$ cat src/rtl/scc_pkg.sv
// Shared fetch-path types and constants for the prefetch queue.
package scc_pkg;

  localparam int INSTR_W = 32;
  localparam int PC_STEP = 4;

  localparam logic [5:0] OPC_BRANCH_PREFIX = 6'b110000;
  localparam logic [6:0] OPC_B             = {OPC_BRANCH_PREFIX, 1'b0};
  localparam logic [6:0] OPC_BCOND         = {OPC_BRANCH_PREFIX, 1'b1};

  typedef struct packed {
    logic [INSTR_W-1:0] instr;
    logic [31:0]        pc;
  } fetch_entry_t;

  // Both branch flavours share the 6-bit prefix; naming them keeps decode readable.
  function automatic logic is_branch(input logic [INSTR_W-1:0] instr);
    return (instr[31:25] == OPC_B) || (instr[31:25] == OPC_BCOND);
  endfunction

endpackage

$ cat src/rtl/sync_fifo.sv
// In-order FIFO with flush, registered write and combinational head read.
module sync_fifo #(
  parameter int WIDTH = 64,
  parameter int DEPTH = 4
) (
  input  logic                       clk,
  input  logic                       reset,
  input  logic                       flush,
  input  logic                       push,
  input  logic [WIDTH-1:0]           push_data,
  input  logic                       pop,
  output logic [WIDTH-1:0]           head_data,
  output logic [$clog2(DEPTH+1)-1:0] count,
  output logic                       full,
  output logic                       empty
);

  localparam int PTR_W = $clog2(DEPTH);
  localparam int CNT_W = $clog2(DEPTH + 1);

  logic [PTR_W-1:0] rd_ptr;
  logic [PTR_W-1:0] wr_ptr;
  logic [WIDTH-1:0] mem [DEPTH];
  logic             do_push;
  logic             do_pop;

  assign empty     = (count == '0);
  assign full      = (count == CNT_W'(DEPTH));
  assign do_pop    = pop && !empty;
  assign do_push   = push && (!full || do_pop);
  assign head_data = mem[rd_ptr];

  always_ff @(posedge clk or posedge reset) begin
    if (reset) begin
      rd_ptr <= '0;
      wr_ptr <= '0;
      count  <= '0;
    end else if (flush) begin
      rd_ptr <= '0;
      wr_ptr <= '0;
      count  <= '0;
    end else begin
      if (do_push) wr_ptr <= wr_ptr + 1'b1;
      if (do_pop)  rd_ptr <= rd_ptr + 1'b1;
      if (do_push && !do_pop)      count <= count + 1'b1;
      else if (do_pop && !do_push) count <= count - 1'b1;
    end
  end

  // Storage carries no reset; the consumer qualifies the head with empty.
  always_ff @(posedge clk) begin
    if (do_push && !flush) mem[wr_ptr] <= push_data;
  end

endmodule

$ cat src/rtl/prefetch_queue.sv
// Sequential instruction prefetcher: credit-limited issue, in-order buffering, redirect flush.
module prefetch_queue
  import scc_pkg::*;
#(
  parameter int          DEPTH           = 4,
  parameter int          MAX_OUTSTANDING = 2,
  parameter logic [31:0] RESET_PC        = 32'h0000_0000
) (
  input  logic        clk,
  input  logic        reset,
  input  logic        redirect,
  input  logic [31:0] redirect_pc,
  output logic        imem_req,
  output logic [31:0] imem_addr,
  input  logic        imem_gnt,
  input  logic        imem_rvalid,
  input  logic [31:0] imem_rdata,
  output logic        out_valid,
  input  logic        out_ready,
  output logic [31:0] out_instr,
  output logic [31:0] out_pc,
  output logic        out_is_branch
);

  localparam int CNT_W = $clog2(DEPTH + 1);
  localparam int OS_W  = $clog2(MAX_OUTSTANDING + 1);
  localparam int SUM_W = CNT_W + 1;

  logic [31:0]      fetch_pc;
  logic [31:0]      resp_pc;
  logic [31:0]      target_pc;
  logic [OS_W-1:0]  outstanding;
  logic [OS_W-1:0]  discard;
  logic [CNT_W-1:0] count;
  logic [SUM_W-1:0] credits_used;
  logic             issue;
  logic             push;
  logic             pop;
  logic             fifo_full;
  logic             fifo_empty;
  fetch_entry_t     push_entry;
  fetch_entry_t     head_entry;

  assign target_pc    = redirect_pc & ~32'h0000_0003;
  assign credits_used = SUM_W'(count) + SUM_W'(outstanding);

  // Every in-flight request owns a FIFO slot, so a kept response always fits.
  assign imem_req  = !reset && !redirect
                  && (credits_used < SUM_W'(DEPTH))
                  && (outstanding < OS_W'(MAX_OUTSTANDING));
  assign imem_addr = fetch_pc;
  assign issue     = imem_req && imem_gnt;

  assign push       = imem_rvalid && !redirect && (discard == '0);
  assign push_entry = '{instr: imem_rdata, pc: resp_pc};

  assign out_valid     = !fifo_empty && !redirect;
  assign pop           = out_valid && out_ready;
  assign out_instr     = fifo_empty ? '0 : head_entry.instr;
  assign out_pc        = fifo_empty ? '0 : head_entry.pc;
  assign out_is_branch = !fifo_empty && is_branch(head_entry.instr);

  always_ff @(posedge clk or posedge reset) begin
    if (reset) begin
      fetch_pc    <= RESET_PC;
      resp_pc     <= RESET_PC;
      outstanding <= '0;
      discard     <= '0;
    end else if (redirect) begin
      // Everything still in flight is stale; a response landing now is one of them.
      fetch_pc    <= target_pc;
      resp_pc     <= target_pc;
      outstanding <= outstanding - OS_W'(imem_rvalid);
      discard     <= discard + outstanding - OS_W'(imem_rvalid);
    end else begin
      if (issue) fetch_pc <= fetch_pc + 32'(PC_STEP);
      outstanding <= outstanding + OS_W'(issue) - OS_W'(imem_rvalid);
      if (imem_rvalid && discard != '0) discard <= discard - 1'b1;
      if (push) resp_pc <= resp_pc + 32'(PC_STEP);
    end
  end

  sync_fifo #(
    .WIDTH($bits(fetch_entry_t)),
    .DEPTH(DEPTH)
  ) u_fifo (
    .clk      (clk),
    .reset    (reset),
    .flush    (redirect),
    .push     (push),
    .push_data(push_entry),
    .pop      (pop),
    .head_data(head_entry),
    .count    (count),
    .full     (fifo_full),
    .empty    (fifo_empty)
  );

  a_no_overflow: assert property (@(posedge clk) disable iff (reset)
    !(push && fifo_full && !pop));

endmodule

$ cat config.mk
export PLATFORM = sky130hd
export DESIGN_NAME = prefetch_queue
export DESIGN_NICKNAME = d
export VERILOG_FILES = /design/src/rtl/scc_pkg.sv /design/src/rtl/sync_fifo.sv /design/src/rtl/prefetch_queue.sv
export SDC_FILE = /design/constraint.sdc
export NUM_CORES = 1
export LEC_CHECK = 0
export ABC_AREA = 0
export BUFFER_PORTS_ARGS = -buffer_cell sky130_fd_sc_hd__buf_2
export CORE_MARGIN = 5
export CORE_UTILIZATION = 55
export DETAILED_ROUTE_END_ITERATION = 7
export PLACE_DENSITY = 0.87
export SYNTH_ARGS = -nofsm -noshare
export SYNTH_HDL_FRONTEND = slang
export SYNTH_SLANG_ARGS = --single-unit
$ cat constraint.sdc
create_clock -name clk -period 4.3 [get_ports clk]
set_clock_uncertainty 0.2 [all_clocks]
set_input_delay 0.43 -clock clk [delete_from_list [all_inputs] [get_ports clk]]
set_output_delay 0.43 -clock clk [all_outputs]
set_load 0.02 [all_outputs]
* Yosys cells after proc, flatten, opt, wreduce, memory -nomap -nowiden
Memories as Yosys holds them, arrays and structs flattened.
Cells that the tools add are included.
** Operators by class
- Add/sub/neg operators :: 13
- Multiply operators :: 0
- Divide/modulo/power cells :: 0
- Order comparisons :: 2
- Eq/ne operators :: 3
- Shift-type cells :: 0
- Mux-type cells :: 18
- Bitwise operators :: 0
- Reduce and logical (&&, ||, !) cells :: 32
** Operator list (number)
- $mux W32 :: 6
- $add A32 B3 Y32 const B :: 2
- $logic_and A1 B1 Y1 :: 15
- $eq A7 B7 Y1 const B :: 2
- $mux W2 :: 7
- $reduce_bool A2 Y1 :: 6
- $mux W3 :: 3
- $logic_not A1 Y1 :: 6
- $sub A2 B1 Y2 :: 3
- $add A2 B1 Y2 const B :: 2
- $add A3 B2 Y4 :: 1
- $lt A4 B3 Y1 const B :: 1
- $add A3 B1 Y3 const B :: 1
- $eq A3 B3 Y1 const B :: 1
- $logic_not A3 Y1 :: 1
- $reduce_bool A3 Y1 :: 1
- $sub A3 B1 Y3 const B :: 1
- $add A2 B1 Y2 :: 1
- $add A2 B2 Y2 :: 1
- $logic_not A2 Y1 :: 1
- $logic_or A1 B1 Y1 :: 2
- $lt A2 B2 Y1 const B :: 1
- $mux W1 :: 2
- $sub A2 B1 Y2 const B :: 1
** Word-level totals
- Bits in registers :: 75
- Bits in latches :: 0
- Bits in writable memories :: 256
- Memory bits (read-only) :: 0
- Memories kept :: 1
** Memories
- u_fifo.mem :: words 4, bits a word 64, read ports 1, clocked after memory_dff 0, wr ports 1, RTL line sync_fifo.sv:23 : logic [WIDTH-1:0] mem [DEPTH];

* Longest topological paths before layout
Gate-level depths: netlist of the first run.
- Depth in word-level cells :: 12
- Mapped depth :: 13
- Mapped depth without buffers :: 10

* By module
Synthesis of the first run repeated with hierarchy kept, for this count alone.
** Second synthesis, totals
- Cells, all modules :: 882
- Area, all modules :: 14048.5 um2
** By module, submodules not included
- sync_fifo :: times used 1, cells an instance 398, area each 9793.1 um2
- prefetch_queue :: times used 1, cells an instance 484, area each 4255.3 um2

* Worst setup path after synthesis of the first run
OpenSTA, ideal clock, no wires.
- Path kind :: flip-flop to flip-flop
- Start :: register discard[0]
- End :: memory u_fifo.mem[0][10] (enable)
- Setup time :: 426 ps
- Arrival time :: 2893 ps
- Required time :: 3674 ps
- Slack :: 781 ps
- Cell stages (with the launch flop) :: 6
- Clock period less this slack :: 3519 ps
- Path through :: dfrtp_1 > inv_1 > ha_1 > nand2_1 > nor3_1 > and2_1
** Between the ends
- Cells in the longest elaborated chain, start to end :: 6
** Ends and longest elaborated chain
- start: declaration :: RTL line prefetch_queue.sv:33 : logic [OS_W-1:0] discard;
- start signal: assignment :: RTL line prefetch_queue.sv:74 : discard <= discard + outstanding - OS_W'(imem_rvalid);
- start signal: assignment :: RTL line prefetch_queue.sv:78 : if (imem_rvalid && discard != '0) discard <= discard - 1'b1;
- $logic_not A2 Y1 :: RTL line prefetch_queue.sv:54 : assign push = imem_rvalid && !redirect && (discard == '0);
- $logic_and A1 B1 Y1 :: RTL line prefetch_queue.sv:54
- $logic_and A1 B1 Y1 :: RTL line sync_fifo.sv:30 : assign do_push = push && (!full || do_pop);
- $logic_and A1 B1 Y1 :: RTL line sync_fifo.sv:52 : if (do_push && !flush) mem[wr_ptr] <= push_data;
- $mux W1 :: RTL line sync_fifo.sv:52
- $mux W1 (not written as such) :: RTL line sync_fifo.sv:52
- end: declaration :: RTL line sync_fifo.sv:23
No other way between the ends.

* Worst setup path in the final report of the first run
- Start :: register u_fifo.rd_ptr[0]
- End :: output out_is_branch
** Between the ends
- Cells in the longest elaborated chain, start to end :: 4
** Ends and longest elaborated chain
- start: declaration :: RTL line sync_fifo.sv:21 : logic [PTR_W-1:0] rd_ptr;
- start signal: assignment :: RTL line sync_fifo.sv:44 : if (do_pop) rd_ptr <= rd_ptr + 1'b1;
- $mem_v2 Z4 W64 *
- $eq A7 B7 Y1 :: RTL line scc_pkg.sv:18 : return (instr[31:25] == OPC_B) || (instr[31:25] == OPC_BCOND);
- $logic_or A1 B1 Y1 * :: RTL line scc_pkg.sv:18
- $logic_and A1 B1 Y1 * :: RTL line prefetch_queue.sv:61 : assign out_is_branch = !fifo_empty && is_branch(head_entry.instr);
- end: declaration :: RTL line prefetch_queue.sv:22 : output logic out_is_branch
Mark *: on every way between the ends. The rest lies on a longest branch, timed or not.

==> results of run 1 <==
[layout make-up]
| cell class | instances | area (sq um) |
|---|---|---|
| Timing Repair Buffer | 238 | 1590 |
| Sequential cell | 319 | 9230 |
| Inverter | 17 | 63.8 |
| Clock inverter | 20 | 221 |
| Clock buffer | 37 | 798 |
| Multi-Input combinational cell | 477 | 4120 |
| Fill cell | 1626 | 7890 |
| Tap cell | 324 | 405 |
[registers in the layout, indices dropped and copies added (netlist names)]
signal,flops
u_fifo.count,3
resp_pc,30
u_fifo.wr_ptr,2
outstanding,2
imem_addr,30
u_fifo.rd_ptr,2
u_fifo.mem,248
discard,2
[through the flow]
stage                     utilization  setup slack, ps  instances  instance area, sq um
after floorplan                     -              781        857                 13600
after global placement          0.608             1180       1313                 14800
after detailed placement        0.608             1060       1313                 14800
after CTS                       0.675              794       1432                 16400
after global routing            0.675              662       1432                 16400
final                           0.675              876       1432                 16400
[power by group]
part           switching (mW)  leakage [nW]  total, mW  internal, mW
clock                    1.11         0.485       2.68          1.57
combinational            1.32          2.40       2.35          1.04
sequential              0.297          3.10       3.83          3.53
total                    2.72          5.98       8.86          6.14
[tightest hold or removal path, delay by kind of cell]
kind                   cells  cell delay (ps)
and+or+nand+nor            1              150
buffers and inverters      1               80
AOI/OAI and AO/OA          1              140
[logic make-up after synthesis]
family                     count (synthesis)
DFF                                      319
and+or+nand+nor                          252
AOI/OAI and AO/OA                         89
muxes                                     74
buffers and inverters                     61
xor gates and xnor gates                  44
adders and majority gates                 14
other                                      1
[routing by layer]
layer | wire length, um | vias up | global-route usage
met1 | 12400 | 4197 | 0.302
met3 | 2070 | 35 | 0.0375
met4 | 528 | 0 | 0.0483
met2 | 14200 | 327 | 0.334
met5 | 0 | - | 0
li1 | - | 3732 | -
[cells in the final DEF, fill, tap and decap left out, types with 14 or more instances in the layout]
cell,n
xor2_1,22
nor2_1,22
edfxtp_1,248
clkbuf_16,31
nand2_1,55
buf_2,162
o21ai_0,39
inv_1,14
nand4_1,21
and2_1,71
dfrtp_1,69
mux4_2,62
dlygate4sd3_1,62
xnor2_1,22
nand3_1,34
[what timing repair did]
item	CTS	global route
hold buffers	62	0
endpoints found under the hold margin	219	0
setup endpoints to repair	0	0
[worst min path at each step]
| stage | endpoint | from |
|---|---|---|
| after floorplan | u_fifo.mem[0][25]$_DFFE_PP_ | resp_pc[25]$_DFFE_PP0N_ |
| after global placement | u_fifo.wr_ptr[0]$_DFFE_PP0P_ | u_fifo.wr_ptr[0]$_DFFE_PP0P_ |
| after detailed placement | outstanding[1]$_DFF_PP0_ | outstanding[1]$_DFF_PP0_ |
| after CTS | resp_pc[11]$_DFFE_PP0N_ | redirect_pc[11] |
| after global routing | resp_pc[12]$_DFFE_PP0N_ | redirect_pc[12] |
| final | resp_pc[11]$_DFFE_PP0N_ | redirect_pc[11] |
==> flow_summary.yaml, run 1 <==
grt:
  gr-usage-all-layers: 0.208
  grt_max_degree: 63
  antenna_found_initial: 0
  grt_pass1_vias: 8499
  grt-ovfl-total: 0
  grt_pass1_wl_mm: 46.8
logic_synthesis:
  synth_cells: 854
  synthFlopType: "edfxtp_1"
  async_reset_ff_frac: 0.223
  yosysWarnings: 0
  netlist_area_sq_um: 13600
  ys_types: 53
  yosys.area_share.simple: 0.106
  syn_area_per_cell_sq_um: 15.9
  synthAdderAreaFrac: 0.0134
  synth-seq-area-share: 0.679
  yosys_register_bits: 319
  yosys-top-cells-count: "edfxtp_1, and2_1, dfrtp_1"
  synthMuxAreaShare: 0.113
  synth_edf_count: 248
  synth_top_area_share: 0.548
  synth-xor-area-share: 0.0284
  synth_area_leaders: "edfxtp_1, dfrtp_1, mux4_2, and2_1, nand2_1"
  synth_top_cell_by_area: "edfxtp_1"
  synth_compound_area_frac: 0.0416
  synth.most_common_cell: "edfxtp_1"
  synth_top_family_by_area: "multiplexers"
setup_path:
  crit_family: "flip-flops"
  cp-start-kind: "register"
  end_kind: "output port"
  arrival_ps: 2790
  r2r_cells: 6
  rr_endpoint: "u_fifo.mem[1][34]$_DFFE_PP_"
  worstSetupStartpoint: "u_fifo.rd_ptr[0]$_DFFE_PP0P_"
  cp-endpoint: "out_is_branch"
  crit_path_max_fanout: 43
  r2r_setup_slack_ps: 1130
  crit_buf_inv: 1
  cpMaxStageDelayCell: "dfrtp_4"
  slowest_delay_ps: 970
  worstPathRequired_ps: 3670
  cp.depth: 4
  regToRegStartpoint: "discard[1]$_DFFE_PP0P_"
  setup.worst_path.class: "reg -> out"
  worstPathCellList: "mux4_2, nand3b_1, nor4_1, buf_2"
layout:
  drive_gt1_frac: 0.287
  diodes: 0
  nets: 1168
  syn_to_final_growth_pct: 20.9
cts:
  postCtsSetupBuffers: 0
  clkSinkCount: 319
  cts_root_buf: "clkbuf_16"
  clkLatencyLatePin_ps: 540
  cts_repair_resize_count: 0
  cts_tree: "built"
  cts_buffer_depth: 3
  htreeDepth: 1
  cts_buffers: 31
  path_clk_slew_ps: 60
route:
  wl_per_cell_um: 20.4
  drt_iter0_drc: 678
  finalWirelength_mm: 29.2
  vias: 8291
  drtPass1Iterations: 5
  drt-vias-per-instance: 5.79
  postRouteAntennaNets: 0
  drc: 0
worst_hold_path:
  whs_path_depth: 3
  hold_path_class: "in -> reg"
sta:
  setup_viol: 0
  tns_ps: 0
  max_slew_margin: 0.343
  period_needed_ps: 3420
  fin_crit_sh: 0.796
  hold_viol: 0
  worst_pin_slew_ps: 985
  fin_hold_ws_ps: 82.1
  rsz0062_at_grt: "no"
  final-max-slew-violation-count: 0
  max_freq_mhz: 292
die:
  fp.dieW_um: 167
  start_util: 0.559
  die_h_um: 167
  dieArea_sq_um: 27900
  fp-row-count: 57
  boundaryPins: 169
  core_area_sq_um: 24300
pwr:
  power_mw: 8.86
  peakVddDrop_mv: 0.313
  power_density_nw_per_um2: 539
  power.leakage_nw: 5.98
outcome:
  outcome: "completed"
flow_run:
  drv_cap: 0
placed_design:
  dp_hpwl_mm: 18.2
  gp_congestion: 0.870
  io_buffers: 162
Note: power is estimated with default switching activity, not from simulation.
==> run 2, diff against run 1 <==
--- a/config.mk
+++ b/config.mk
@@ -5,10 +5,10 @@
 export SDC_FILE = /design/constraint.sdc
 export NUM_CORES = 1
 export LEC_CHECK = 0
-export ABC_AREA = 0
+export ABC_AREA = 1
 export BUFFER_PORTS_ARGS = -buffer_cell sky130_fd_sc_hd__buf_2
 export CORE_MARGIN = 5
-export CORE_UTILIZATION = 55
+export CORE_UTILIZATION = 53
 export DETAILED_ROUTE_END_ITERATION = 7
 export PLACE_DENSITY = 0.87
 export SYNTH_ARGS = -nofsm -noshare
==> constraint.sdc (replaced) <==
create_clock -name clk -period 2.96 [get_ports clk]
set_clock_uncertainty 0.2 [all_clocks]
set_input_delay 0.296 -clock clk [delete_from_list [all_inputs] [get_ports clk]]
set_output_delay 0.296 -clock clk [all_outputs]
set_load 0.02 [all_outputs]
==> run 2 against run 1 <==
Register-to-register slack got worse by 620 ps. Sequential share of layout area is 4.4 points lower. Final area rose by 8.6%. Routed wire length is 36% higher. Cell count increased by 50%. Setup slack got worse by 800 ps. Combinational power is 94% higher. Synthesized cell count up 77%. Non-clock buffer count rose by 23. Largest cell class unchanged. Largest power group unchanged. Highest routed layer unchanged.
==> flow_summary.yaml, run 2 <==
outcome:
  outcome: "completed"
route:
  finalWirelength_mm: 39.5
  vias: 12100
  drc: 0
  drtPass1Iterations: 5
  drt_iter0_drc: 1483
  wl_per_cell_um: 18.4
  postRouteAntennaNets: 0
  drt-vias-per-instance: 5.63
logic_synthesis:
  synthMuxAreaShare: 0
  yosys_register_bits: 319
  synth_cells: 1515
  syn_area_per_cell_sq_um: 9.74
  yosys.area_share.simple: 0.209
  yosys-top-cells-count: "nor2_1, nand2_1, edfxtp_1"
  synth_edf_count: 248
  ys_types: 41
  netlist_area_sq_um: 14800
  synth_compound_area_frac: 0.0955
  synth_top_cell_by_area: "edfxtp_1"
  synthFlopType: "edfxtp_1"
  synth-xor-area-share: 0.00890
  synth_top_family_by_area: "simple AND/OR/NAND/NOR gates"
  synth.most_common_cell: "nor2_1"
  synthAdderAreaFrac: 0.0124
  yosysWarnings: 0
  synth-seq-area-share: 0.625
  synth_top_area_share: 0.504
  synth_area_leaders: "edfxtp_1, dfrtp_1, nor2_1, nand2_1, o21ai_0"
  async_reset_ff_frac: 0.223
setup_path:
  worst_path_most_repeated_cell: "nor2_1"
  cp.depth: 7
  cp-start-kind: "register"
  r2r_cells: 7
  slowest_delay_ps: 580
  end_kind: "output port"
  cpMaxStageDelayCell: "dfrtp_4"
  arrival_ps: 2380
  worstPathCellList: "buf_16, buf_4, nor2_1, nor2_1, o21ai_0, a21oi_1, buf_2"
  setup.worst_path.class: "reg -> out"
  crit_family: "buffers and inverters"
  crit_buf_inv: 3
  crit_path_max_fanout: 37
  worstPathRequired_ps: 2460
die:
  dieArea_sq_um: 31300
  boundaryPins: 169
  fp.dieW_um: 177
  core_area_sq_um: 27600
  fp-row-count: 61
  start_util: 0.534
  die_h_um: 177
pwr:
  peakVddDrop_mv: 0.470
  power_density_nw_per_um2: 804
  power.leakage_nw: 7.13
sta:
  fin_crit_sh: 0.973
  max_freq_mhz: 347
  hold_viol: 0
  tns_ps: 0
  max_slew_margin: 0.367
  setup_viol: 0
  period_needed_ps: 2880
  final-max-slew-violation-count: 0
  fin_hold_ws_ps: 86.3
  worst_pin_slew_ps: 949
cts:
  clkLatencyLatePin_ps: 560
  clkSinkCount: 319
  cts_buffer_depth: 3
  cts_tree: "built"
  path_clk_slew_ps: 70
  htreeDepth: 1
  cts_buffers: 31
  cts_root_buf: "clkbuf_16"
grt:
  grt-ovfl-total: 0
  grt_max_degree: 72
  antenna_found_initial: 0
  grt_pass1_vias: 11800
  gr-usage-all-layers: 0.247
  grt_pass1_wl_mm: 61.6
layout:
  final_common_cell: "nor2_1"
  drive_gt1_frac: 0.161
  regMostFlops: "u_fifo.mem"
  fillCellCount: 2026
  layout.area.seq_sq_um: 9230
  final_cell_mix: "nor2_1, nand2_1, edfxtp_1, buf_2, o21ai_0"
  largest_reg_flops: 248
  nets: 1829
  diodes: 0
  syn_to_final_growth_pct: 20.8
  multi_input_area_sq_um: 4850
placed_design:
  dp_hpwl_mm: 24.0
  gp_congestion: 0.964
  io_buffers: 162
worst_hold_path:
  whs_path_depth: 4
  hold_path_class: "in -> reg"
flow_run:
  drv_cap: 0
run 2: cell count changes after synthesis, moves of 11 or more:
cell / change
nor3_1: +12
a21oi_1: +63
buf_2: +11
xnor2_1: -17
nor2_1: +290
nand3_1: +36
inv_1: +83
and3_1: -11
nand2_1: +224
xor2_1: -12
o21ai_0: +105
mux4_2: -62
and2_1: -75
run 2: final timing paths:
kind / to / slack, ps / from
setup reg to reg: u_fifo.mem[3][63]$_DFFE_PP_ / 510 / discard[0]$_DFFE_PP0P_
hold reg to reg: u_fifo.count[0]$_DFFE_PP0P_ / 310 / u_fifo.count[0]$_DFFE_PP0P_
hold / removal: resp_pc[17]$_DFFE_PP0N_ / 90 / redirect
max in group asynchronous: u_fifo.rd_ptr[0]$_DFFE_PP0P_ / 1400 / reset
min in group asynchronous: outstanding[0]$_DFF_PP0_ / 420 / reset
setup / recovery: out_instr[6] / 80 / u_fifo.rd_ptr[0]$_DFFE_PP0P_
run 2: logic make-up (layout without fill, tap and decap cells):
family	count (synthesis)	count (layout)
other	1	4
XOR/XNOR	15	15
buffers and inverters	174	425
flip-flops	319	319
AND/OR/NAND/NOR	731	731
AO/OA/AOI/OAI	261	261
adder cells (fa/ha/maj)	14	14
run 2: worst min-delay path: cells and delay by family:
| family | cells | cell delay (ps) |
|---|---|---|
| AO/OA/AOI/OAI | 2 | 150 |
| AND/OR/NAND/NOR | 1 | 80 |
| buffers and inverters | 1 | 280 |
run 2: per-stage QoR:
step / worst slack (ps) / cell area, sq um / power [mW] / instances / util
floorplan: -612 / 14800 / 8.60 / 1518 / -
global placement: 545 / 16100 / 10.0 / 2020 / 0.582
detailed placement: 508 / 16100 / 10.2 / 2020 / 0.582
CTS: 40.6 / 17800 / 14.3 / 2146 / 0.645
global route: -0.900 / 17800 / 15.0 / 2147 / 0.645
finish: 80.4 / 17800 / 14.3 / 2147 / 0.645
run 2: what timing repair did:
action                                  in CTS  in global routing
gates resized for setup                      1                  1
hold endpoints to repair                   264                  0
buffers inserted                             0                  1
hold buffers                                68                  0
gates cloned                                 1                  0
endpoints found under the setup margin       2                  9
run 2: metal layers:
layer	global-route usage	wire length [um]	share of wire	vias up
li1	-	-	-	5589
met1	0.325	14900	0.38	5699
met2	0.419	19200	0.49	711
met3	0.0421	4170	0.11	95
met4	0.0819	1230	0.031	0
met5	0	0	0	-
run 2: power breakdown:
group | internal (mW) | leakage (nW) | switching [mW]
logic | 1.46 | 3.53 | 3.10
clock network | 2.34 | 0.499 | 1.64
registers | 5.32 | 3.10 | 0.486
total | 9.12 | 7.13 | 5.22
run 2: area by class of cell:
type,instances,area share
tap,378,0.0265
clock buffer,41,0.0473
multi-input combinational,1025,0.272
inverter,107,0.0227
sequential,319,0.518
timing repair buffer,261,0.104
clock inverter,16,0.0102
==> run 3, diff against run 2 <==
--- a/config.mk
+++ b/config.mk
@@ -11,6 +11,7 @@
 export CORE_UTILIZATION = 53
 export DETAILED_ROUTE_END_ITERATION = 7
 export PLACE_DENSITY = 0.87
+export SETUP_SLACK_MARGIN = 0.4
 export SYNTH_ARGS = -nofsm -noshare
 export SYNTH_HDL_FRONTEND = slang
 export SYNTH_SLANG_ARGS = --single-unit
==> run 3 against run 2 <==
Clock-buffer cell count down 3. Flip-flop and latch count did not move. Critical endpoint is now out_instr[1]. Largest power group is now combinational cells. Register-to-register slack about the same. Highest routed layer unchanged. Critical path depth increased by 1. Routed wire length up 24%. Largest cell class unchanged. Sequential power increased by 0.9%.
==> flow_summary.yaml, run 3 (synthesis results as in run 2) <==
worst_hold_path:
  hold_end: "u_fifo.mem[2][57]$_DFFE_PP_"
  min_from: "imem_rdata[25]"
  whs_path_depth: 2
  hold_path_class: "in -> reg"
route:
  wl_per_cell_um: 22.4
  finalWirelength_mm: 49.2
  vias: 13200
  drt_iter0_drc: 1576
  drc: 0
  drt-vias-per-instance: 5.99
  postRouteAntennaNets: 0
  drtPass1Iterations: 5
cts:
  clkSinkCount: 319
  cts_buffer_depth: 3
  htreeDepth: 1
  path_clk_slew_ps: 70
  cts_tree: "built"
  cts_root_buf: "clkbuf_16"
  cts_buffers: 31
  clkLatencyLatePin_ps: 560
sta:
  period_needed_ps: 2810
  worst_pin_slew_ps: 950
  max_freq_mhz: 356
  rsz0062_at_grt: "yes"
  tns_ps: 0
  final-max-slew-violation-count: 0
  setup_viol: 0
  hold_viol: 0
  max_slew_margin: 0.367
  fin_crit_sh: 0.948
layout:
  regMostFlops: "u_fifo.mem"
  final_common_cell: "nand2_1"
  fin_area_sq_um: 19600
  drive_gt1_frac: 0.254
  layout.area.seq_sq_um: 9230
  nets: 1878
  multi_input_area_sq_um: 5400
  fin_util: 0.710
  layout.cells.non_filler: 2197
  fillCellCount: 1750
  syn_to_final_growth_pct: 32.9
  final_cell_mix: "nand2_1, edfxtp_1, nor2_1, buf_2, inv_1"
  largest_reg_flops: 248
setup_path:
  arrival_ps: 2310
  crit_buf_inv: 4
  r2r_setup_slack_ps: 500
  cpMaxStageDelayCell: "dfrtp_4"
  end_kind: "output port"
  slowest_delay_ps: 570
  setup.worst_path.class: "reg -> out"
  crit_family: "buffers and inverters"
  r2r_cells: 13
  crit_path_max_fanout: 7
  rr_endpoint: "outstanding[1]$_DFF_PP0_"
  worstPathRequired_ps: 2460
  cp-start-kind: "register"
  worstPathCellList: "buf_12, buf_12, buf_16, nor2_1, nor2_1, o21ai_0, a21oi_1, buf_4"
  regToRegStartpoint: "outstanding[1]$_DFF_PP0_"
die:
  dieArea_sq_um: 31300
  start_util: 0.534
  fp-row-count: 61
  fp.dieW_um: 177
  boundaryPins: 169
  core_area_sq_um: 27600
  die_h_um: 177
grt:
  grt_pass1_wl_mm: 67.8
  grt-ovfl-total: 0
  gr-usage-all-layers: 0.276
  grt_max_degree: 72
  grt_pass1_vias: 12600
  antenna_found_initial: 1
placed_design:
  dp_cells: 2023
  dp_hpwl_mm: 25.0
  gp_congestion: 0.963
  io_buffers: 162
  placed_cell_area_sq_um: 16200
pwr:
  power_density_nw_per_um2: 850
  power.leakage_nw: 7.75
  peakVddDrop_mv: 0.501
  power_mw: 16.7
flow_run:
  drv_cap: 0
outcome:
  outcome: "completed"
[run 3: timing repair]
item,in CTS,in global routing
cloned,13,8
setup buffers,15,13
endpoints found under the hold margin,263,0
hold buffers,67,0
gates resized for setup,121,218
pin swaps,29,81
setup endpoints to repair,63,80
[run 3: power by group]
part	leakage [nW]	switching, mW	internal [mW]	total [mW]
registers	3.10	0.538	5.32	5.85
logic	4.12	3.92	2.70	6.63
clock network	0.530	1.79	2.39	4.18
total	7.75	6.25	10.4	16.7
[run 3: stage by stage]
step           setup slack (ps)  hold slack [ps]
2_1_floorplan               126              195
6_report                    154              294
3_5_place_dp                415              310
5_1_grt                     117              308
3_3_place_gp                450              298
4_1_cts                     313              286
[run 3: worst reg2reg max path: stages (launching register included)]
cell     delay [ps]
dfrtp_2         450
ha_1            300
nand3_1          80
nand2_1          90
nor3_4          210
nand2_4         110
ha_4            280
inv_2            40
ha_4            140
nand2_1          60
inv_1            40
o21ai_1         110
o21ai_1          90
xnor2_1         180
[run 3: routing by layer]
metal  routed length [um]  share of wire  vias up  track usage
met5                    0              0        -            0
met2                23900           0.49      972        0.475
met3                 4900           0.10      228       0.0511
li1                     -              -     5697            -
met4                 3100          0.063        0        0.113
met1                17200           0.35     6274        0.346
[run 3: worst max-delay path by stage]
stage	from	endpoint	slack, ps	cells past startpoint
detailed placement	outstanding[1]$_DFF_PP0_	outstanding[1]$_DFF_PP0_	410	13
global placement	outstanding[1]$_DFF_PP0_	outstanding[1]$_DFF_PP0_	450	13
CTS	u_fifo.rd_ptr[0]$_DFFE_PP0P_	out_is_branch	310	7
global route	u_fifo.rd_ptr[0]$_DFFE_PP0P_	out_instr[1]	120	8
floorplan	reset	outstanding[1]$_DFF_PP0_	130	11
finish	u_fifo.rd_ptr[0]$_DFFE_PP0P_	out_instr[1]	150	8
[run 3: cell type report]
cell class,instances,share of cell area
inverter,107,0.0221
tap,378,0.0241
clock inverter,19,0.00976
timing repair inverter,1,0.000574
timing repair buffer,309,0.153
multi-input combinational,1025,0.275
antenna,1,0.000128
sequential,319,0.471
clock buffer,38,0.0449
